`src/rtl/move_scheduler_pkg.sv`:
```
// Shared constants for the move scheduler: command codes, FSM encoding and
// the default timer counter width.
package move_scheduler_pkg;

    localparam int unsigned CNT_W_DEF = 25;

    localparam logic [2:0] CMD_NOP   = 3'd0;
    localparam logic [2:0] CMD_LEFT  = 3'd1;
    localparam logic [2:0] CMD_RIGHT = 3'd2;
    localparam logic [2:0] CMD_ROT   = 3'd3;
    localparam logic [2:0] CMD_DOWN  = 3'd4;
    localparam logic [2:0] CMD_LOCK  = 3'd5;

    localparam logic [1:0] ST_IDLE       = 2'd0;
    localparam logic [1:0] ST_ISSUE      = 2'd1;
    localparam logic [1:0] ST_WAIT_RESP  = 2'd2;
    localparam logic [1:0] ST_LOCK_ISSUE = 2'd3;

endpackage

```
`src/rtl/repeat_timer.sv`:
```
// Per-button auto-repeat (DAS) counter: first fire after DAS_DELAY held
// cycles, then every DAS_REPEAT cycles while the button stays held.
module repeat_timer
    import move_scheduler_pkg::*;
#(
    parameter int unsigned CNT_W      = CNT_W_DEF,
    parameter int unsigned DAS_DELAY  = 8000000,
    parameter int unsigned DAS_REPEAT = 2000000
) (
    input  logic clk,
    input  logic resetn,
    input  logic enable,
    input  logic held,
    input  logic rise,
    output logic fire
);

    localparam logic [CNT_W-1:0] FIRE_AT = CNT_W'(DAS_DELAY - 1);
    // Reloading here instead of clearing puts the next fire DAS_REPEAT cycles out.
    localparam logic [CNT_W-1:0] RELOAD  = CNT_W'(DAS_DELAY - DAS_REPEAT);

    logic [CNT_W-1:0] cnt_q, cnt_d;

    always_comb begin
        cnt_d = cnt_q;
        fire  = 1'b0;
        if (!held || rise) begin
            cnt_d = '0;
        end else if (enable) begin
            if (cnt_q >= FIRE_AT) begin
                fire  = 1'b1;
                cnt_d = RELOAD;
            end else begin
                cnt_d = cnt_q + CNT_W'(1);
            end
        end
    end

    always_ff @(posedge clk or negedge resetn) begin
        if (!resetn) cnt_q <= '0;
        else         cnt_q <= cnt_d;
    end

endmodule

```
`src/rtl/move_scheduler.sv`:
```
// Single arbiter for all piece moves: gravity/soft-drop timing, left/right
// auto-repeat, fixed-priority issue over valid/ready and LOCK on blocked DOWN.
module move_scheduler
    import move_scheduler_pkg::*;
#(
    parameter int unsigned CNT_W       = CNT_W_DEF,
    parameter int unsigned GRAV_PERIOD = 20000000,
    parameter int unsigned LEVEL_STEP  = 1500000,
    parameter int unsigned SOFT_PERIOD = 3000000,
    parameter int unsigned DAS_DELAY   = 8000000,
    parameter int unsigned DAS_REPEAT  = 2000000
) (
    input  logic       clk,
    input  logic       resetn,
    input  logic       enable,
    input  logic       btn_left,
    input  logic       btn_right,
    input  logic       btn_rot,
    input  logic       btn_down,
    input  logic [3:0] level,
    output logic       cmd_valid,
    output logic [2:0] cmd_code,
    input  logic       cmd_ready,
    input  logic       resp_valid,
    input  logic       resp_blocked,
    output logic       busy,
    output logic       lock_pulse
);

    localparam int unsigned WW = CNT_W + 4;
    localparam logic [WW-1:0]    GRAV_W = WW'(GRAV_PERIOD);
    localparam logic [WW-1:0]    SOFT_W = WW'(SOFT_PERIOD);
    localparam logic [WW-1:0]    STEP_W = WW'(LEVEL_STEP);
    localparam logic [CNT_W-1:0] SOFT_C = CNT_W'(SOFT_PERIOD);

    logic [WW-1:0]    lvl_sub, grav_diff;
    logic [CNT_W-1:0] grav_int, grav_q, grav_d;
    logic             grav_tick;
    logic [2:0]       btn_now, btn_prev_q, btn_prev_d, rise;
    logic             fire_left, fire_right;
    logic             pend_left_q, pend_right_q, pend_rot_q, pend_down_q;
    logic             pend_left_d, pend_right_d, pend_rot_d, pend_down_d;
    logic             clr_left, clr_right, clr_rot, clr_down, lock_clr;
    logic [1:0]       state_q, state_d;
    logic [2:0]       code_q, code_d;
    logic             lock_q, lock_d;

    // Interval math is done CNT_W+4 wide so level*step can never wrap.
    assign lvl_sub   = STEP_W * WW'(level);
    assign grav_diff = GRAV_W - lvl_sub;

    always_comb begin
        if (btn_down || (lvl_sub >= GRAV_W) || (grav_diff < SOFT_W)) grav_int = SOFT_C;
        else                                                        grav_int = grav_diff[CNT_W-1:0];
    end

    assign grav_tick = enable && (grav_q >= grav_int - CNT_W'(1));

    always_comb begin
        grav_d = grav_q;
        if (lock_clr)       grav_d = '0;
        else if (grav_tick) grav_d = '0;
        else if (enable)    grav_d = grav_q + CNT_W'(1);
    end

    assign btn_now    = {btn_rot, btn_right, btn_left};
    assign rise       = enable ? (btn_now & ~btn_prev_q) : 3'b000;
    assign btn_prev_d = enable ? btn_now : btn_prev_q;

    repeat_timer #(.CNT_W(CNT_W), .DAS_DELAY(DAS_DELAY), .DAS_REPEAT(DAS_REPEAT)) u_rep_left (
        .clk(clk), .resetn(resetn), .enable(enable),
        .held(btn_left & ~btn_right), .rise(rise[0]), .fire(fire_left)
    );

    repeat_timer #(.CNT_W(CNT_W), .DAS_DELAY(DAS_DELAY), .DAS_REPEAT(DAS_REPEAT)) u_rep_right (
        .clk(clk), .resetn(resetn), .enable(enable),
        .held(btn_right & ~btn_left), .rise(rise[1]), .fire(fire_right)
    );

    always_comb begin
        state_d   = state_q;
        code_d    = code_q;
        lock_d    = 1'b0;
        lock_clr  = 1'b0;
        clr_left  = 1'b0;
        clr_right = 1'b0;
        clr_rot   = 1'b0;
        clr_down  = 1'b0;
        case (state_q)
            ST_IDLE: begin
                if (enable) begin
                    if (pend_rot_q) begin
                        code_d = CMD_ROT;   clr_rot   = 1'b1; state_d = ST_ISSUE;
                    end else if (pend_left_q) begin
                        code_d = CMD_LEFT;  clr_left  = 1'b1; state_d = ST_ISSUE;
                    end else if (pend_right_q) begin
                        code_d = CMD_RIGHT; clr_right = 1'b1; state_d = ST_ISSUE;
                    end else if (pend_down_q) begin
                        code_d = CMD_DOWN;  clr_down  = 1'b1; state_d = ST_ISSUE;
                    end
                end
            end
            ST_ISSUE, ST_LOCK_ISSUE: begin
                if (cmd_ready) state_d = ST_WAIT_RESP;
            end
            ST_WAIT_RESP: begin
                if (resp_valid) begin
                    if ((code_q == CMD_DOWN) && resp_blocked) begin
                        code_d  = CMD_LOCK;
                        state_d = ST_LOCK_ISSUE;
                    end else begin
                        if (code_q == CMD_LOCK) begin
                            lock_d   = 1'b1;
                            lock_clr = 1'b1;
                        end
                        code_d  = CMD_NOP;
                        state_d = ST_IDLE;
                    end
                end
            end
            default: begin
                code_d  = CMD_NOP;
                state_d = ST_IDLE;
            end
        endcase
    end

    // A new event in the same cycle as service re-arms the flag.
    assign pend_rot_d   = (pend_rot_q   & ~clr_rot)   | rise[2];
    assign pend_left_d  = (pend_left_q  & ~clr_left)  | rise[0] | fire_left;
    assign pend_right_d = (pend_right_q & ~clr_right) | rise[1] | fire_right;
    assign pend_down_d  = lock_clr ? 1'b0 : ((pend_down_q & ~clr_down) | grav_tick);

    always_ff @(posedge clk or negedge resetn) begin
        if (!resetn) begin
            grav_q       <= '0;
            btn_prev_q   <= '0;
            pend_left_q  <= 1'b0;
            pend_right_q <= 1'b0;
            pend_rot_q   <= 1'b0;
            pend_down_q  <= 1'b0;
            state_q      <= ST_IDLE;
            code_q       <= CMD_NOP;
            lock_q       <= 1'b0;
        end else begin
            grav_q       <= grav_d;
            btn_prev_q   <= btn_prev_d;
            pend_left_q  <= pend_left_d;
            pend_right_q <= pend_right_d;
            pend_rot_q   <= pend_rot_d;
            pend_down_q  <= pend_down_d;
            state_q      <= state_d;
            code_q       <= code_d;
            lock_q       <= lock_d;
        end
    end

    assign cmd_valid  = (state_q == ST_ISSUE) || (state_q == ST_LOCK_ISSUE);
    assign cmd_code   = code_q;
    assign busy       = (state_q != ST_IDLE);
    assign lock_pulse = lock_q;

endmodule

```
`config.mk`:
```
export PLATFORM = sky130hd
export DESIGN_NAME = move_scheduler
export DESIGN_NICKNAME = d
export VERILOG_FILES = /design/src/rtl/move_scheduler_pkg.sv /design/src/rtl/repeat_timer.sv /design/src/rtl/move_scheduler.sv
export SDC_FILE = /design/constraint.sdc
export NUM_CORES = 1
export LEC_CHECK = 0
export BUFFER_PORTS_ARGS = -buffer_cell sky130_fd_sc_hd__buf_2
export CAP_MARGIN = 25
export CORE_AREA = 8 8 145 113
export CTS_CLUSTER_SIZE = 20
export DETAILED_ROUTE_END_ITERATION = 6
export DIE_AREA = 0 0 153 121
export PLACE_DENSITY = 0.84
export SYNTH_ARGS = -nofsm -noshare
export SYNTH_HDL_FRONTEND = slang
export SYNTH_SLANG_ARGS = --single-unit
```
`constraint.sdc`:
```
create_clock -name clk -period 2.7 [get_ports clk]
set_input_delay 0.675 -clock clk [delete_from_list [all_inputs] [get_ports clk]]
set_output_delay 0.675 -clock clk [all_outputs]
set_load 0.005 [all_outputs]
```
### Yosys cells after proc, flatten, opt, wreduce, memory -nomap -nowiden

Index checks and enable logic that the tools add are counted.

* input port bits: 14
* output and inout bits: 6
* register bits: 88
* logic and storage cells: 126

* bitwise operators: 20
* reductions and logical operators: 18
* equality and inequality tests: 9
* mux-type cells: 57
* $mul: 1
* $add $sub $neg: 5
* order comparisons: 5

Operators with widths (number)
* 25-bit 2-to-1 mux: 10
* 25-bit by 1-bit adder with 25-bit output, second input constant: 3
* 25-bit by 23-bit >= comparator with 1-bit output, second input constant: 2
* 29-bit by 22-bit less-than comparator with 1-bit output, second input constant: 1
* 1-bit 2-to-1 mux: 29
* 25-bit by 25-bit subtractor with 26-bit output, first input constant: 1
* 25-bit >= comparator: 1
* 25-bit >= comparator, second input constant: 1
* 25-bit by 1-bit subtractor with 25-bit output, second input constant: 1
* 3-bit 2-to-1 mux: 8
* 16-bit by 4-bit multiplier with 20-bit output, first input constant: 1
* 2-bit 2-to-1 mux: 8
* 4-bit AND reduction: 2
* 2-bit nonzero test: 4
* 1-bit bitwise AND: 6
* 3-bit equality test, second input constant: 2
* 2-bit inequality test, second input constant: 3
* 1-bit NOT: 6
* 1-bit bitwise OR: 6
* 2-bit case mux with 3 select lines: 1
* 3-bit case mux with 2 select lines: 1
* 1-bit logical OR: 5
* 5-bit inequality test, second input constant: 1
* 2-bit equality test, second input constant: 2
* other kinds (8): 10

### Depth between registers and ports, before layout

* depth after elaboration: 10
* gate-level depth with buffers: 37
* mapped depth without buffers: 32

### Hierarchy

A second synthesis with hierarchy kept.

* cell total of the unflattened synthesis: 950
* area, all modules: 8151.6 um2

By module, submodules not included
* move_scheduler: area each 4967.3 um2, instances 1, cells an instance 591, seq. area each 950.9 um2
* repeat_timer at u_rep_left: area each 1619.1 um2, instances 1, cells an instance 184, seq. area each 625.6 um2
* repeat_timer at u_rep_right: area each 1565.3 um2, instances 1, cells an instance 175, seq. area each 625.6 um2

### Worst setup path before layout

OpenSTA, ideal clock, no wires.

* path type: in2reg
* from: in level[0]
* to: reg grav_q[11]
* cell stages on the path: 36
* setup time: 65 ps
* arrival: 7502 ps
* buffers on the path: 5
* setup slack: -4866 ps
* cell sequence: clkbuf_1 inv_1 fa_1 inv_1 ha_1 clkbuf_1 and4_1 a221oi_1 o211ai_1 a2bb2oi_2 o21a_2 nand4_2 a2111oi_2 a31o_1 o21a_1 buf_6 nor3_2 ha_1 a21oi_1 nor2_1 nor2_1 xnor2_1 nor3_2 ha_1 a21o_1 a21o_1 a21o_1 a21o_1 a2111oi_0 o41ai_1 a221oi_1 nand3b_1 clkbuf_1 clkbuf_1 o211ai_1 o21a_1

* cells in the longest elaborated chain, start to end: 10
* elaborated cells between the ends (all ways): 13

Ends and longest elaborated chain
* from (decl): line move_scheduler.sv:20 `input logic [3:0] level,`
* 16-bit by 4-bit multiplier with 20-bit output *: line move_scheduler.sv:49 `assign lvl_sub = STEP_W * WW'(level);`
* 25-bit by 25-bit subtractor with 26-bit output or 25-bit >= comparator (tied branches): line move_scheduler.sv:50, move_scheduler.sv:53
* 29-bit by 22-bit less-than comparator with 1-bit output or 1-bit logical OR (tied branches): line move_scheduler.sv:53 `if (btn_down || (lvl_sub >= GRAV_W) || (grav_diff < SOFT_W)) grav_int = SOFT_C;`
* 1-bit logical OR: line move_scheduler.sv:53
* 25-bit 2-to-1 mux *: line move_scheduler.sv:53
* 25-bit by 1-bit subtractor with 25-bit output *: line move_scheduler.sv:57 `assign grav_tick = enable && (grav_q >= grav_int - CNT_W'(1));`
* 25-bit >= comparator *: line move_scheduler.sv:57
* 1-bit logical AND *: line move_scheduler.sv:57
* 25-bit 2-to-1 mux: line move_scheduler.sv:62 `else if (grav_tick) grav_d = '0;`
* 25-bit 2-to-1 mux: line move_scheduler.sv:61 `if (lock_clr) grav_d = '0;`
* to (signal assigned): line move_scheduler.sv:146 `grav_q <= grav_d;`
* to (decl): line move_scheduler.sv:37 `logic [CNT_W-1:0] grav_int, grav_q, grav_d;`

Mark *: on every way between the ends. The rest lies on a longest branch, timed or not.
A chain may end at the register's enable or synchronous reset.

### Worst setup path after layout

* from: in level[3]
* to: reg grav_q[17]

Same word-level chain as after synthesis.

==> qor.yml <==
cp-start-kind: "primary input"
die_area_um2: 18510
drtIter0Drc: 1645
failed_checks: "design-rule violations, negative setup slack"
wl_per_cell_um: 23.70
cts_tree: "built"
routed_via_density: 7.063
power_leakage_nw: 5.075
synth-adder-area-share_pct: 9.097
synth-simple-area-share_pct: 26.36
crit_path_end_kind: "register"
rows: 38
start_util_pct: 56.88
synthTopCellsByArea: "dfrtp_1, ha_1, o21ai_0"
fmax_mhz: 129.2
io_pins: 20
die_y_um: 121
fin_skew_ns: 0.006219
area_growth_pct: 39.19
critPathMaxFanout: 12
clock_power_share_pct: 15.9
firstDrtPassIters: 7
grt_max_degree: 48
fill_cells: 733
synth_top_area_share_pct: 27.41
async_flop_share_pct: 100.0
port-buffer-count: 19
cts_max_level: 3
path_clk_slew_ns: 0.07
root_buffer: "clkbuf_16"
place_congestion: 0.9350
avgSynthCellArea_um2: 8.610
seq_power_share_pct: 19.2
insertedDiodeCount: 0
syn_inst: 933
cts_buffer_depth: 2
power_mw: 8.223
synth-compound-area-share_pct: 26.14
rsz0062_at_grt: "yes"
cap_viol_max_count: 0
overflow: 0
slew_headroom_pct: 56.43
grt_pass1_wl_um: 44810
synth_area_um2: 8033
yosys.area.top_type: "dfrtp_1"
power_density_nw_per_um2: 735.5
routed_wirelength_um: 31760
yosys.area_share.xor_xnor_pct: 5.981
syn_nets: 1003
finalCriticalPeriod_ns: 7.738
reg2reg_depth: 11
nNetsFinal: 1225
max_stage_delay_ns: 0.57
synth_top_family_by_area: "simple AND/OR/NAND/NOR gates"
cp.arrival_ns: 8.03
die_x_um: 153
timing_hold_violations_final: 0
pwr-share-comb_pct: 64.9
drc: 9
synth_ff_type: "dfrtp_1"
synth_edf_count: 0
cts_sinks: 88
synth-seq-cells: 88
regArea_um2: 2202
hp-class: "in2async"
muxShareOfSynthArea_pct: 0.9190
finalSetupViolCount: 26
tns_ns: -128.23
hpwl_um: 16520
ant_nets: 0
period_share_pct: 286.6
status: "complete, but fails checks"
cts_buffers: 9
critical_path_class: "in2reg"
synth.most_common_cell: "dfrtp_1"
vias: 9464
maxSlewViolCount: 0
netSwitchingPower_mw: 3.570
intPower_mw: 4.653
p_sw_share_pct: 43.42
setup_slack_ns: -5.038
ys_top_cells_by_count: "dfrtp_1, o21ai_0, nor2_1"
cp.required_ns: 3.00
yosysSeqAreaShare_pct: 27.41
clk-insertion-delay-late_ns: 0.36
drive_gt1_share_pct: 38.53
core-area_um2: 14120
multiInputGateArea_um2: 6270
grt_usage_pct: 29.27
yosysWarnings: 0
grt_pass1_vias: 8631
antenna_found_initial: 1
ys_types: 106
tightest_slew_ns: 0.6507
holdBufCountCts: 0
cp_slowest_cell: "fa_2"
whs_ns: 0.3243
ir_drop_mv: 0.4269
[state kept, by name, summed over array words and instances, names as in the netlist]
signal and cells:
btn_prev_q 3, cmd_code 3, grav_q 25, lock_pulse 1, pend_down_q 1, pend_left_q 1, pend_right_q 1, pend_rot_q 1
state_q 2, u_rep_left.cnt_q 25, u_rep_right.cnt_q 25
[cells by family (layout without fill, tap and decap cells)]
kind of cell	count (synthesis)	count (layout)
and+or+nand+nor	376	377
DFF	88	88
muxes	7	7
xor gates and xnor gates	48	48
adders and majority gates	56	56
AOI/OAI and AO/OA	287	287
buffers and inverters	71	297
[power by group through the flow]
stage / Clock [mW] / Sequential [mW] / Combinational [mW]
after CTS: 1.30 / 1.54 / 4.52
after floorplan: 0 / 1.52 / 2.37
final: 1.30 / 1.58 / 5.34
after global placement: 0 / 1.55 / 3.67
after detailed placement: 0 / 1.56 / 3.78
after global routing: 1.35 / 1.58 / 5.50
[layout by cell type, fill, tap and decap left out, types with 26 or more instances in the layout]
cell type,Yosys,final
o21ai_0,74,51
dfrtp_1,88,88
a21o_1,31,31
and3_1,26,26
nor2_1,73,70
ha_1,52,39
a21oi_1,51,44
nand2_1,71,70
nand3_1,45,44
buf_4,2,218
[critical path, delay by kind of cell]
kind	cells	cell delay [ns]
adders and majority gates	5	1.38
AOI/OAI and AO/OA	18	3.86
xor gates and xnor gates	1	0.23
and+or+nand+nor	6	0.57
buffers and inverters	9	1.32
[through the flow]
stage          area (um2)  std cells  utilization [%]  setup WS (ns)
4_1_cts             10790       1322            76.38         -4.222
6_report            11180       1340            79.18         -5.038
3_5_place_dp         9647       1278            68.31         -4.945
3_3_place_gp         9647       1278            68.31         -4.651
5_1_grt             11180       1340            79.18         -5.158
2_1_floorplan        8139        933                -         -4.516
[path summary, 6_finish.rpt]
check | startpoint | endpoint | slack [ns]
worst max-delay path | level[3] | grav_q[17]$_DFFE_PN0P_ | -5.04
worst min-delay path | resetn | u_rep_left.cnt_q[0]$_DFFE_PN0P_ | 0.32
worst max register to register | grav_q[0]$_DFFE_PN0P_ | grav_q[24]$_DFFE_PN0P_ | -0.83
worst min register to register | btn_prev_q[2]$_DFFE_PN0P_ | pend_rot_q$_DFF_PN0_ | 0.46
max in group asynchronous | resetn | grav_q[23]$_DFFE_PN0P_ | 1.72
min in group clk | btn_prev_q[2]$_DFFE_PN0P_ | pend_rot_q$_DFF_PN0_ | 0.46
[repair_timing]
| item | in CTS | in global routing |
|---|---|---|
| gates cloned | 5 | 2 |
| setup endpoints to repair | 34 | 47 |
| gates resized for setup | 119 | 54 |
| pin swaps | 46 | 45 |
| hold endpoints to repair | 0 | 0 |
| buffers inserted | 23 | 18 |
[cell type report]
cell class / instances / share of cell area, %
Multi-Input combinational cell: 775 / 56.08
Clock buffer: 9 / 2.014
Sequential cell: 88 / 19.70
Timing Repair Buffer: 253 / 18.55
Tap cell: 180 / 2.014
Clock inverter: 7 / 0.7050
Inverter: 28 / 0.9400
[routing by layer]
layer	wire length, um	share of wire, %	global-route usage (%)
met5	0	0	0
met3	3787	12	5.125
met2	13710	43	47.51
met4	2439	7.7	15.17
met1	11820	37	37.20
No activity file was read; power rests on OpenSTA's default activity.
